## src/rtl/night_rider_monitor_pkg.sv

```systemverilog
// Shared types for the night-rider sweep monitor: FSM state encoding and
// the LED-index width helper.
package night_rider_pkg;

    typedef enum logic [1:0] {
        HUNT    = 2'b00,
        ACQUIRE = 2'b01,
        LOCKED  = 2'b10
    } nr_state_e;

    function automatic int nr_width(input int n);
        return $clog2(n);
    endfunction

endpackage

```

## src/rtl/night_rider_monitor_if.sv

```systemverilog
// LED sample bus into the monitor and its status outputs back out.
// master = scanner/observer side, slave = monitor side.
interface night_rider_monitor_if #(
    parameter int N     = 8,
    parameter int CNT_W = 16
);
    import night_rider_pkg::*;
    localparam int W = nr_width(N);

    logic [N-1:0]     led_in;
    logic             led_valid;
    logic [W-1:0]     pos;
    logic             dir;
    logic             locked;
    logic             err_pulse;
    logic [CNT_W-1:0] err_count;
    logic [CNT_W-1:0] sweep_count;

    modport master (
        output led_in, led_valid,
        input  pos, dir, locked, err_pulse, err_count, sweep_count
    );

    modport slave (
        input  led_in, led_valid,
        output pos, dir, locked, err_pulse, err_count, sweep_count
    );

endinterface

```

## src/rtl/night_rider_onehot_dec.sv

```systemverilog
// One-hot decoder: reports whether exactly one bit is set and its index.
// The index is only meaningful when is_onehot_o is high.
module night_rider_onehot_dec
    import night_rider_pkg::*;
#(
    parameter int N = 8,
    localparam int W = nr_width(N)
) (
    input  logic [N-1:0] vec_i,
    output logic [W-1:0] idx_o,
    output logic         is_onehot_o
);

    always_comb begin
        idx_o = '0;
        for (int i = 0; i < N; i++) begin
            if (vec_i[i]) idx_o = W'(i);
        end
    end

    // Clearing the lowest set bit leaves zero only for a single-bit word.
    assign is_onehot_o = (vec_i != '0) && ((vec_i & (vec_i - N'(1))) == '0);

endmodule

```

## src/rtl/night_rider_monitor.sv

```systemverilog
// Locks onto a bouncing one-hot LED sweep, tracks position/direction,
// flags sequence breaks and counts end-to-end sweeps.
module night_rider_monitor
    import night_rider_pkg::*;
#(
    parameter int N     = 8,
    parameter int CNT_W = 16
) (
    input  logic                    clk,
    input  logic                    rst,
    night_rider_monitor_if.slave    bus
);

    localparam int W = nr_width(N);
    localparam logic [W-1:0] LAST  = W'(N - 1);
    localparam logic [W:0]   ONE_X = (W + 1)'(1);

    nr_state_e        state_q, state_d;
    logic [W-1:0]     pos_q, pos_d;
    logic             dir_q, dir_d;
    logic             locked_q, locked_d;
    logic             errp_q, errp_d;
    logic [CNT_W-1:0] errc_q, errc_d;
    logic [CNT_W-1:0] swc_q, swc_d;

    logic [W-1:0] k;
    logic         onehot;
    logic [W-1:0] e;
    logic         up_adj, dn_adj;

    night_rider_onehot_dec #(.N(N)) u_dec (
        .vec_i       (bus.led_in),
        .idx_o       (k),
        .is_onehot_o (onehot)
    );

    // Adjacency is checked one bit wider so pos 0 and N-1 never alias via wrap.
    assign up_adj = ({1'b0, k} == {1'b0, pos_q} + ONE_X);
    assign dn_adj = ({1'b0, k} + ONE_X == {1'b0, pos_q});
    assign e      = dir_q ? pos_q + W'(1) : pos_q - W'(1);

    always_comb begin
        state_d = state_q;
        pos_d   = pos_q;
        dir_d   = dir_q;
        errp_d  = 1'b0;
        errc_d  = errc_q;
        swc_d   = swc_q;
        if (bus.led_valid) begin
            unique case (state_q)
                HUNT: begin
                    if (onehot) begin
                        pos_d = k;
                        if (k == '0) begin
                            state_d = LOCKED;
                            dir_d   = 1'b1;
                        end else if (k == LAST) begin
                            state_d = LOCKED;
                            dir_d   = 1'b0;
                        end else begin
                            state_d = ACQUIRE;
                        end
                    end
                end
                ACQUIRE: begin
                    if (!onehot) begin
                        state_d = HUNT;
                    end else begin
                        pos_d = k;
                        if (up_adj || dn_adj) begin
                            state_d = LOCKED;
                            dir_d   = up_adj;
                            if (k == '0)  dir_d = 1'b1;
                            if (k == LAST) dir_d = 1'b0;
                        end
                    end
                end
                LOCKED: begin
                    if (onehot && k == e) begin
                        pos_d = e;
                        if (e == LAST || e == '0) begin
                            dir_d = (e == '0);
                            if (swc_q != '1) swc_d = swc_q + CNT_W'(1);
                        end
                    end else begin
                        state_d = HUNT;
                        errp_d  = 1'b1;
                        if (errc_q != '1) errc_d = errc_q + CNT_W'(1);
                    end
                end
                default: state_d = HUNT;
            endcase
        end else if (state_q != HUNT && state_q != ACQUIRE && state_q != LOCKED) begin
            state_d = HUNT;
        end
        locked_d = (state_d == LOCKED);
    end

    always_ff @(posedge clk) begin
        if (rst) begin
            state_q  <= HUNT;
            pos_q    <= '0;
            dir_q    <= 1'b1;
            locked_q <= 1'b0;
            errp_q   <= 1'b0;
            errc_q   <= '0;
            swc_q    <= '0;
        end else begin
            state_q  <= state_d;
            pos_q    <= pos_d;
            dir_q    <= dir_d;
            locked_q <= locked_d;
            errp_q   <= errp_d;
            errc_q   <= errc_d;
            swc_q    <= swc_d;
        end
    end

    assign bus.pos         = pos_q;
    assign bus.dir         = dir_q;
    assign bus.locked      = locked_q;
    assign bus.err_pulse   = errp_q;
    assign bus.err_count   = errc_q;
    assign bus.sweep_count = swc_q;

endmodule

```

## src/flat_wrapper.sv

```systemverilog
// flat-port wrapper written by rule: the top's interface ports become plain ports
module night_rider_monitor_flat import night_rider_pkg::*;
#(
    parameter int N     = 8,
    parameter int CNT_W = 16
)
  (clk, rst, bus_led_in, bus_led_valid, bus_pos, bus_dir, bus_locked, bus_err_pulse, bus_err_count, bus_sweep_count);
  night_rider_monitor_if #(.N(N), .CNT_W(CNT_W)) bus_i ();
  input  logic clk;
  input  logic rst;
  input wire logic [$bits(bus_i.led_in)-1:0] bus_led_in;
  input wire logic [$bits(bus_i.led_valid)-1:0] bus_led_valid;
  output wire logic [$bits(bus_i.pos)-1:0] bus_pos;
  output wire logic [$bits(bus_i.dir)-1:0] bus_dir;
  output wire logic [$bits(bus_i.locked)-1:0] bus_locked;
  output wire logic [$bits(bus_i.err_pulse)-1:0] bus_err_pulse;
  output wire logic [$bits(bus_i.err_count)-1:0] bus_err_count;
  output wire logic [$bits(bus_i.sweep_count)-1:0] bus_sweep_count;
  assign bus_i.led_in = bus_led_in;
  assign bus_i.led_valid = bus_led_valid;
  assign bus_pos = bus_i.pos;
  assign bus_dir = bus_i.dir;
  assign bus_locked = bus_i.locked;
  assign bus_err_pulse = bus_i.err_pulse;
  assign bus_err_count = bus_i.err_count;
  assign bus_sweep_count = bus_i.sweep_count;
  night_rider_monitor #(.N(N), .CNT_W(CNT_W)) u_core (.clk(clk), .rst(rst), .bus(bus_i));
endmodule
```

## config.mk

```make
export PLATFORM = sky130hd
export DESIGN_NAME = night_rider_monitor_flat
export DESIGN_NICKNAME = d
export VERILOG_FILES = /design/src/rtl/night_rider_monitor_pkg.sv /design/src/rtl/night_rider_monitor_if.sv /design/src/rtl/night_rider_onehot_dec.sv /design/src/rtl/night_rider_monitor.sv /design/src/flat_wrapper.sv
export SDC_FILE = /design/constraint.sdc
export NUM_CORES = 1
export LEC_CHECK = 0
export CELL_PAD_IN_SITES_DETAIL_PLACEMENT = 0
export CELL_PAD_IN_SITES_GLOBAL_PLACEMENT = 1
export CORE_MARGIN = 10
export CORE_UTILIZATION = 42
export CTS_CLUSTER_DIAMETER = 80
export DETAILED_ROUTE_END_ITERATION = 12
export GPL_TIMING_DRIVEN = 1
export PLACE_DENSITY = 0.91
export SLEW_MARGIN = 20
export SYNTH_ARGS = -nofsm -noshare
export SYNTH_HDL_FRONTEND = slang
export SYNTH_SLANG_ARGS = --single-unit
```

## constraint.sdc

```tcl
create_clock -name clk -period 8 [get_ports clk]
set_input_delay 0.8 -clock clk [delete_from_list [all_inputs] [get_ports clk]]
set_output_delay 0.8 -clock clk [all_outputs]
set_load 0.01 [all_outputs]
```

==> results.md, run 1 <==
* Critical Path Sink Type: flop
* Switching pwr at 0.09529 mW
* CP Cell Sequence: clkdlybuf4s50_1 > nor4_4 > inv_2 > nor3_4 > o211ai_2 > o211ai_2 > mux2i_1 > nor2_1
* Total Nets Final at 389
* Top Ports at 49
* Avg Cell Area, Syn at 8.421 um^2
* Via Count at 2551
* Ys flop type: dfxtp_1
* Slowest cell on crit path: o211ai_2
* Syn Inst Count at 323
* Synth area leader: dfxtp_1
* Status: completed
* Setup repair bufs after CTS at 0
* Post-synthesis sequential area ratio at 0.2944
* GPL Wtd Cong at 0.8585
* Synth unique cells at 65
* Die Ht at 100.5 um
* CP Launch Type: input pin
* Synth-to-Final Area Change at 21.57%
* Final TNS setup at 0 ns
* Leakage at 1.084 nW
* Yosys top cell area share at 0.2944
* Clock slew at reported path FFs at 0.08 ns
* Seq cells post-synth at 40
* Die area at 10100 um^2
* Drt wl/cell at 14.59 um
* Max cap viols at 0
* Yosys warning total at 0
* Relative slew slack at 0.4021
* Hold buffers post-CTS at 0
* Final Hold Viols at 0
* Buffer depth of the longest clock path at 2
* # diodes at 0
* Final min period at 3.535 ns
* CP peak stage delay at 0.76 ns
* Vias in the first global route at 2260
* Required time of the critical path at 8.17 ns
* Total number of placement rows at 29
* Final Power at 0.3816 mW
* Initial antenna violation count at 0
* Setup CP Type: input pin to flop
* Post-Syn Area at 2720 um^2
* DP HPWL at 4757 um
* Fmax at 282.9 MHz
* Share of layout cells above drive strength 1 at 0.07945
* CTS HTree Levels at 2
* Initial drt markers at 100
* Post-synth net total at 348
* Clk_lat worst skew at 0.29 ns
* Pint at 0.2863 mW
* Unrepaired setup endpoints after global routing: no
* Grt ovf at 0
* Antenna viol nets, final at 0
* Core Area at 6314 um^2
* Initial Utilization at 0.4308
* Number of vias per cell at 5.771
* CP most frequent cell: o211ai_2
* Asr flop ratio synth at 0
* Num CTS Buffers at 5
* Total GRT Usage at 0.1231
* Final setup fails at 0
* Post-Route WL at 6449 um
* Crit Path Max Fanout at 26
* Post-synth EDFFs at 0
* PostCTS Resize Cnt at 0
* Sw frac at 0.2497
* First-pass DRT Iterations at 4
* VDD IR max at 0.07400 mV
* Pwr/cell area at 115.4 nW/um^2
* Synth top area cells: dfxtp_1 29%, a21oi_1 6.3%, ha_1 6.0%
* Clock Root Buffer: clkbuf_8
* CTS tree: yes
* Clock Sinks at 40
* Worst clock skew at 0.008841 ns
* Port buffer count at 48
* DR DRC count at 0
* Clock power share at 0.371
* # fillers at 602
* First-pass GRT wire length at 10710 um
* Largest net degree at the start of global routing at 42
* Die width at 100.5 um
* Max-slew violations at 0
* Logic pwr share at 0.103
* Flop pwr share at 0.526
* WP data arrival at 3.71 ns
* Worst hold path class: flop to flop
* Final period utilization at 0.4419
* Measured slew at the worst slew-check pin at 0.8943 ns
## stage by stage
| step | instance area (um^2) | setup slack (ns) | instances | hold WS [ns] | util |
|---|---|---|---|---|---|
| 2_1_floorplan | 2720 | 4.961 | 323 | 0.4985 | - |
| 5_1_grt | 3307 | 4.173 | 442 | 0.5168 | 0.5238 |
| 3_3_place_gp | 3213 | 4.172 | 434 | 0.4752 | 0.5089 |
| 3_5_place_dp | 3213 | 4.144 | 434 | 0.4852 | 0.5089 |
| 4_1_cts | 3307 | 4.462 | 442 | 0.4954 | 0.5238 |
| 6_report | 3307 | 4.465 | 442 | 0.4949 | 0.5238 |
## final timing paths
check,from,end,slack [ns],cells after the start
min reg2reg,u_core.bus.sweep_count[5]$_SDFFE_PP0P_,u_core.bus.sweep_count[5]$_SDFFE_PP0P_,0.49,2
max,bus_led_in[5],u_core.bus.err_count[1]$_SDFFE_PP0P_,4.46,8
min,u_core.bus.sweep_count[5]$_SDFFE_PP0P_,u_core.bus.sweep_count[5]$_SDFFE_PP0P_,0.49,2
max reg2reg,u_core.bus.pos[0]$_SDFFE_PP0P_,u_core.bus.sweep_count[15]$_SDFFE_PP0P_,4.80,9
## worst max-delay path, delay by kind of cell
family                 cells  cell delay [ns]
AOI/OAI and AO/OA          2             0.97
and+or+nand+nor            3             0.90
buffers and inverters      2             0.75
muxes                      1             0.28
## logic make-up (layout without fill, tap and decap cells)
family          Yosys count  count (layout)  share of synthesized area
mux                       6               6                    0.02300
fa+ha+maj                14              14                    0.06716
simple gates            121             121                     0.2617
xor+xnor                 13              13                    0.05566
buf+inv                  31              73                    0.05704
flops                    40              40                     0.2944
compound gates           98              98                     0.2410
## sequential cells by signal, summed over array words and instances (netlist names)
signal,cells
u_core.bus.dir,1
u_core.bus.err_count,16
u_core.bus.err_pulse,1
u_core.bus.locked,1
u_core.bus.pos,3
u_core.bus.sweep_count,16
u_core.state_q,2
## power by group through the flow
| stage | Sequential, mW | Combinational [mW] | Clock, mW |
|---|---|---|---|
| 3_3_place_gp | 0.206 | 0.0389 | 0 |
| 3_5_place_dp | 0.206 | 0.0392 | 0 |
| 5_1_grt | 0.201 | 0.0432 | 0.153 |
| 6_report | 0.201 | 0.0392 | 0.141 |
| 4_1_cts | 0.201 | 0.0394 | 0.146 |
| 2_1_floorplan | 0.206 | 0.0274 | 0 |
## layout make-up
type	count	area, um^2	area share
clock buffer	7	86.33	0.02611
inverter	15	56.30	0.01703
clock inverter	1	7.507	0.002270
timing repair buffer	50	495.5	0.1498
sequential	40	800.8	0.2421
tap	77	96.34	0.02913
multi-input combinational	252	1764	0.5335
## synth_stat cells (2+ instances only)
cell and n:
a21oi_1 34, o2111ai_1 2, o211ai_2 2, o21ai_1 2, nand2_1 21, nand3_1 15
nor2_1 20, o31a_1 2, nand4_1 5, buf_6 4, o21ai_0 18, buf_2 4
or3_1 14, and3_1 5, dfxtp_1 40, and4_1 3, or2_2 2, nand2b_1 2
xnor2_1 6, a311oi_1 2, a211oi_1 3, mux2i_1 4, o211ai_1 2, ha_1 13
inv_1 14, clkbuf_1 7, o21bai_1 2, a21boi_0 3, mux2_2 2, nor2b_1 3
xor2_1 5, or4_1 12, o31ai_1 13, nor4_2 2, nor3_1 5
## placed cells by master (no fill, tap or decap), drive strengths merged, types with 7 or more instances in the layout
cell type	netlist	routed
a21oi	34	34
clkbuf	7	7
clkdlybuf4s50	0	48
dfxtp	40	40
ha	13	13
inv	15	15
nand2	22	22
nand3	16	16
nor2	20	20
o21ai	20	20
o31ai	14	14
or3	14	14
or4	12	12
xnor2	7	7
## metal layers
| layer | GRT usage | part of all wire | up-vias |
|---|---|---|---|
| met3 | 0.03635 | 0.062 | 4 |
| met1 | 0.1573 | 0.46 | 1209 |
| met2 | 0.1988 | 0.47 | 53 |
| li1 | - | - | 1285 |
| met4 | 0.02826 | 0.0068 | 0 |
| met5 | 0 | 0 | - |
Power figures use the tool's default switching activity.
==> run 2: changes to the inputs <==
Settings changed: CORE_UTILIZATION 42 to 39, PLACE_DENSITY 0.91 to 0.86.
Clock period 8 ns to 3.7 ns, I/O delays scaled along.
==> results.md, run 2 (synthesis gave the netlist of run 1 again) <==
* CP peak stage delay at 0.55 ns (-0.21 ns)
* Required time of the critical path at 3.93 ns (-4.24 ns)
* Max cap viols at 0 (unchanged)
* VDD IR max at 0.1696 mV (+130%)
* CP Cell Sequence: inv_1 > fa_1 > xnor2_4 > xor2_4 > xnor2_1 > nor4_2 > nand3_4 > or4_1 > a21oi_1
* Die width at 103.5 um (+3.0%)
* Final Hold Viols at 0 (unchanged)
* Share of layout cells above drive strength 1 at 0.08447 (+0.005017)
* Clock slew at reported path FFs at 0.08 ns (about the same)
* Clock Sinks at 40 (unchanged)
* Largest net degree at the start of global routing at 31 (-26%)
* Storage element area at 800.8 um^2 (unchanged)
* First-pass DRT Iterations at 4 (unchanged)
* GPL Wtd Cong at 0.7947 (-7.4%)
* Min-delay src: u_core.bus.sweep_count[5]$_SDFFE_PP0P_
* Worst clock skew at 0.007434 ns (-0.001407 ns)
* Total GRT Usage at 0.1180 (-0.005140)
* Hold buffers post-CTS at 0 (unchanged)
* Via Count at 2550 (-0.039%)
* Initial Utilization at 0.4004 (-0.03047)
* Final setup margin at 0.3491 ns (-4.116 ns)
* Area of the multi-input gates at 1764 um^2 (unchanged)
* Crit Path Max Fanout at 27 (+3.8%)
* Port buffer count at 48 (unchanged)
* Max-slew violations at 0 (unchanged)
* Total Nets Final at 391 (+0.51%)
* Die Ht at 103.5 um (+3.0%)
* Unrepaired setup endpoints after global routing: no
* Hold Crit Depth at 2 (unchanged)
* WP data arrival at 3.58 ns (-0.13 ns)
* Worst hold slack at 0.4951 ns (+0.0001300 ns)
* Commonest non-fill, non-tap cells in the layout: 48 x clkdlybuf4s50_1, 40 x dfxtp_1, 34 x a21oi_1
* Num CTS Buffers at 5 (unchanged)
* Clk_lat worst skew at 0.29 ns (about the same)
* Leakage at 1.105 nW (+1.9%)
* Worst hold path class: flop to flop
* Fmax at 298.4 MHz
* First-pass GRT wire length at 11070 um (+3.4%)
* Setup CP Type: flop to flop
* Clock Root Buffer: clkbuf_8
* Status: completed
* Vias in the first global route at 2303 (+1.9%)
* Final TNS setup at 0 ns (unchanged)
* Top Ports at 49 (unchanged)
* # fillers at 642 (+6.6%)
* Synth-to-Final Area Change at 23.50%
* Final setup fails at 0 (unchanged)
* R2r startpoint: u_core.bus.pos[0]$_SDFFE_PP0P_
* Buffer depth of the longest clock path at 2 (unchanged)
* Total number of placement rows at 30 (+3.4%)
* Hold Path End: u_core.bus.sweep_count[5]$_SDFFE_PP0P_
* DP HPWL at 4931 um (+3.7%)
* Grt ovf at 0 (unchanged)
* Final period utilization at 0.9056
* Drt wl/cell at 14.43 um (-1.1%)
* Setup repair bufs after CTS at 0 (unchanged)
* Cells on worst reg2reg path at 9 (unchanged)
* Critical Path Sink Type: flop
* Relative slew slack at 0.6627 (+0.2606)
* Most common cell after layout, fill and taps aside: clkdlybuf4s50_1
* CTS HTree Levels at 2 (unchanged)
* R2R setup slack at 0.35 ns (-4.45 ns)
* PostCTS Resize Cnt at 0 (unchanged)
* Reg-to-reg endpoint: u_core.bus.sweep_count[7]$_SDFFE_PP0P_
* Core Area at 6794 um^2 (+7.6%)
* Post-Route WL at 6683 um (+3.6%)
* Measured slew at the worst slew-check pin at 0.5018 ns (-0.3925 ns)
* # diodes at 0 (unchanged)
* Antenna viol nets, final at 0 (unchanged)
* CTS tree: yes
* CP Launch Type: flop
* Initial antenna violation count at 0 (unchanged)
* Final min period at 3.351 ns
* Pwr/cell area at 260.6 nW/um^2 (+130%)
* Slowest cell on crit path: or4_1
* Final Power at 0.8754 mW (+130%)
* Die area at 10720 um^2 (+6.1%)
* Final Util at 0.4945 (-0.02931)
* Number of vias per cell at 5.508 (-4.6%)
* Dpl ws at 0.3183 ns (-3.826 ns)
* Initial drt markers at 109 (+9.0%)
* DR DRC count at 0 (unchanged)
[run 2: layout make-up]
| type | instances | share of cell area |
|---|---|---|
| inverters | 15 | 0.01676 |
| clock buffers | 6 | 0.02160 |
| flip-flops and latches | 40 | 0.2384 |
| well taps | 96 | 0.03575 |
| clock inverters | 2 | 0.01043 |
| multi-input cells | 252 | 0.5251 |
| repair buffers | 52 | 0.1520 |
[run 2: routing by layer]
layer / up-vias / wire (um) / global-route usage
li1: 1290 / - / -
met1: 1206 / 3107 / 0.1511
met5: - / 0 / 0
met3: 6 / 368 / 0.03098
met2: 48 / 3142 / 0.1896
met4: 0 / 65 / 0.03226
[run 2: worst max-delay path by stage]
stage / slack [ns] / startpoint / end / cells past startpoint
detailed placement: 0.32 / bus_led_in[5] / u_core.bus.sweep_count[13]$_SDFFE_PP0P_ / 8
global placement: 0.39 / bus_led_in[5] / u_core.bus.dir$_SDFFE_PP1P_ / 13
CTS: 0.33 / u_core.bus.pos[0]$_SDFFE_PP0P_ / u_core.bus.sweep_count[5]$_SDFFE_PP0P_ / 9
global route: 0.11 / u_core.bus.pos[0]$_SDFFE_PP0P_ / u_core.bus.sweep_count[13]$_SDFFE_PP0P_ / 9
floorplan: 0.70 / u_core.bus.pos[0]$_SDFFE_PP0P_ / u_core.bus.sweep_count[13]$_SDFFE_PP0P_ / 10
finish: 0.35 / u_core.bus.pos[0]$_SDFFE_PP0P_ / u_core.bus.sweep_count[7]$_SDFFE_PP0P_ / 9
[run 2: through the flow]
stage	std cells	instance area, um^2
after floorplan	323	2720
after global placement	455	3252
after detailed placement	455	3252
after CTS	463	3359
after global routing	463	3359
final	463	3359
[run 2: power by group]
group / switching, mW / total (mW) / internal [mW] / leakage (nW)
clock network: 0.155 / 0.355 / 0.200 / 0.0552
registers: 0.00295 / 0.434 / 0.431 / 0.322
logic: 0.0496 / 0.0857 / 0.0362 / 0.727
total: 0.208 / 0.875 / 0.668 / 1.10
[run 2: critical path, delay by kind of cell, from the launching register on]
family | cells | cell delay, ns
compound gates | 1 | 0.15
xor+xnor | 3 | 0.62
fa+ha+maj | 1 | 0.49
buf+inv | 1 | 0.16
flops | 1 | 0.46
simple gates | 3 | 1.39
==> run 3: changes to the inputs <==
Settings changed: CORE_MARGIN 10 to default, PLACE_DENSITY 0.86 to 0.83.
==> results.md, run 3 (synthesis gave the netlist of run 1 again) <==
* Status: completed
* First-pass DRT Iterations at 4 (unchanged)
* R2r startpoint: u_core.bus.pos[0]$_SDFFE_PP0P_
* Setup crit start: u_core.bus.pos[0]$_SDFFE_PP0P_
* Drt wl/cell at 14.15 um (-2.0%)
* Final Hold Viols at 0 (unchanged)
* Number of vias per cell at 5.640 (+2.4%)
* VDD IR max at 0.1223 mV (-28%)
* Buffer depth of the longest clock path at 2 (unchanged)
* Vias in the first global route at 2268 (-1.5%)
* Max-slew violations at 0 (unchanged)
* Max cap viols at 0 (unchanged)
* Commonest non-fill, non-tap cells in the layout: 48 x clkdlybuf4s50_1, 40 x dfxtp_1, 34 x a21oi_1
* Total Nets Final at 391 (unchanged)
* CTS HTree Levels at 2 (unchanged)
* Initial Utilization at 0.4026 (+0.002224)
* Final setup fails at 0 (unchanged)
* Num CTS Buffers at 5 (unchanged)
* Top Ports at 49 (unchanged)
* Final min period at 3.274 ns (-0.07683 ns)
* Required time of the critical path at 3.92 ns (about the same)
* Cells on worst reg2reg path at 9 (unchanged)
* Clock slew at reported path FFs at 0.08 ns (about the same)
* Crit path to: u_core.bus.sweep_count[15]$_SDFFE_PP0P_
* Initial drt markers at 106 (-2.8%)
* R2R setup slack at 0.43 ns (+0.08 ns)
* Clock power share at 0.365 (-0.041)
* Logic pwr share at 0.106 (+0.008)
* Largest net degree at the start of global routing at 37 (+19%)
* Cell area after layout at 3326 um^2 (-1.0%)
* CP Launch Type: flop
* Final TNS setup at 0 ns (unchanged)
* Total number of placement rows at 30 (unchanged)
* Total GRT Usage at 0.1763 (+0.05833)
* Die width at 85.52 um (-17%)
* Die area at 7313 um^2 (-32%)
* DP HPWL at 4593 um (-6.9%)
* Switching pwr at 0.2023 mW (-2.5%)
* # diodes at 0 (unchanged)
* Final Power at 0.8214 mW (-6.2%)
* Core Area at 6756 um^2 (-0.55%)
* Leakage at 1.094 nW (-0.96%)
* DR DRC count at 0 (unchanged)
* Via Count at 2521 (-1.1%)
* Grt ovf at 0 (unchanged)
* Hold buffers post-CTS at 0 (unchanged)
* Placed inst area at 3232 um^2 (-0.62%)
* Fmax at 305.4 MHz (+2.3%)
* Pint at 0.6191 mW (-7.3%)
* Synth-to-Final Area Change at 22.26%
* GPL Wtd Cong at 0.8412 (+5.9%)
* Area of the multi-input gates at 1764 um^2 (unchanged)
* Most common cell after layout, fill and taps aside: clkdlybuf4s50_1
* First-pass GRT wire length at 10590 um (-4.4%)
* Clock Root Buffer: clkbuf_8
* Flop pwr share at 0.529 (+0.033)
* # fillers at 674 (+5.0%)
* Pwr/cell area at 247.0 nW/um^2 (-5.2%)
* Hold Crit Depth at 2 (unchanged)
* Storage element area at 800.8 um^2 (unchanged)
* Initial antenna violation count at 0 (unchanged)
* CTS tree: yes
* Worst clock skew at 0.009158 ns (+0.001724 ns)
* Crit Path Max Fanout at 27 (unchanged)
* Clock Sinks at 40 (unchanged)
* WP data arrival at 3.49 ns (-0.09 ns)
* Sw frac at 0.2463 (+0.009265)
* Unrepaired setup endpoints after global routing: no
* Antenna viol nets, final at 0 (unchanged)
* Relative slew slack at 0.6683 (+0.005556)
* Reg-to-reg endpoint: u_core.bus.sweep_count[15]$_SDFFE_PP0P_
* Final period utilization at 0.8849 (-0.02077)
* Setup CP Type: flop to flop
* Setup repair bufs after CTS at 0 (unchanged)
* Post-Route WL at 6323 um (-5.4%)
* Worst hold path class: flop to flop
* Measured slew at the worst slew-check pin at 0.4939 ns (-0.007867 ns)
* Clk_lat worst skew at 0.29 ns (about the same)
* Port buffer count at 48 (unchanged)
* Critical Path Sink Type: flop
* Share of layout cells above drive strength 1 at 0.08447 (unchanged)
* PostCTS Resize Cnt at 0 (unchanged)
* Die Ht at 85.52 um (-17%)
==> run 3: power groups by stage <==
stage               logic [mW]  registers (mW)  clock network (mW)
floorplan               0.0593           0.444                   0
global placement        0.0856           0.445                   0
detailed placement      0.0859           0.445                   0
CTS                     0.0864           0.434               0.315
global route            0.0949           0.435               0.331
finish                  0.0869           0.434               0.300
==> run 3: per-layer routing <==
metal	GRT usage	wire [um]	vias up
met5	0	0	-
met4	0.02879	18	0
met3	0.03080	215	2
met2	0.2902	2917	42
met1	0.2464	3173	1184
li1	-	-	1293
==> run 3: cell type report <==
type / instances / area share
clock buffers: 7 / 0.02596
multi-input cells: 252 / 0.5305
inverters: 15 / 0.01693
clock inverters: 1 / 0.002257
flip-flops and latches: 40 / 0.2408
well taps: 80 / 0.03010
repair buffers: 52 / 0.1535
==> run 3: worst min path at each step <==
stage	end	slack [ns]	start
final	u_core.bus.err_count[9]$_SDFFE_PP0P_	0.49	u_core.bus.err_count[9]$_SDFFE_PP0P_
after global routing	u_core.bus.sweep_count[11]$_SDFFE_PP0P_	0.52	u_core.bus.sweep_count[11]$_SDFFE_PP0P_
after CTS	u_core.bus.sweep_count[11]$_SDFFE_PP0P_	0.50	u_core.bus.sweep_count[11]$_SDFFE_PP0P_
after detailed placement	u_core.bus.err_count[9]$_SDFFE_PP0P_	0.48	u_core.bus.err_count[9]$_SDFFE_PP0P_
after global placement	u_core.bus.sweep_count[5]$_SDFFE_PP0P_	0.47	u_core.bus.sweep_count[5]$_SDFFE_PP0P_
after floorplan	u_core.bus.err_count[9]$_SDFFE_PP0P_	0.50	u_core.bus.err_count[9]$_SDFFE_PP0P_
==> run 3: worst max-delay path, stage by stage (launching register included) <==
cell and delay [ns]:
dfxtp_1 0.47, inv_1 0.15, fa_1 0.49, xnor2_4 0.25
xor2_4 0.24, xnor2_1 0.12, nor4_2 0.45, nand3_4 0.32
or4_1 0.55, a21oi_1 0.15
==> run 3: metrics by stage <==
step	hold WS, ns	utilization	worst slack (ns)	cells
finish	0.4919	0.4922	0.4260	447
global route	0.5250	0.4922	0.1683	447
detailed placement	0.4845	0.4783	0.2730	439
floorplan	0.4985	-	0.7021	323
global placement	0.4745	0.4783	0.3058	439
CTS	0.4989	0.4922	0.4233	447
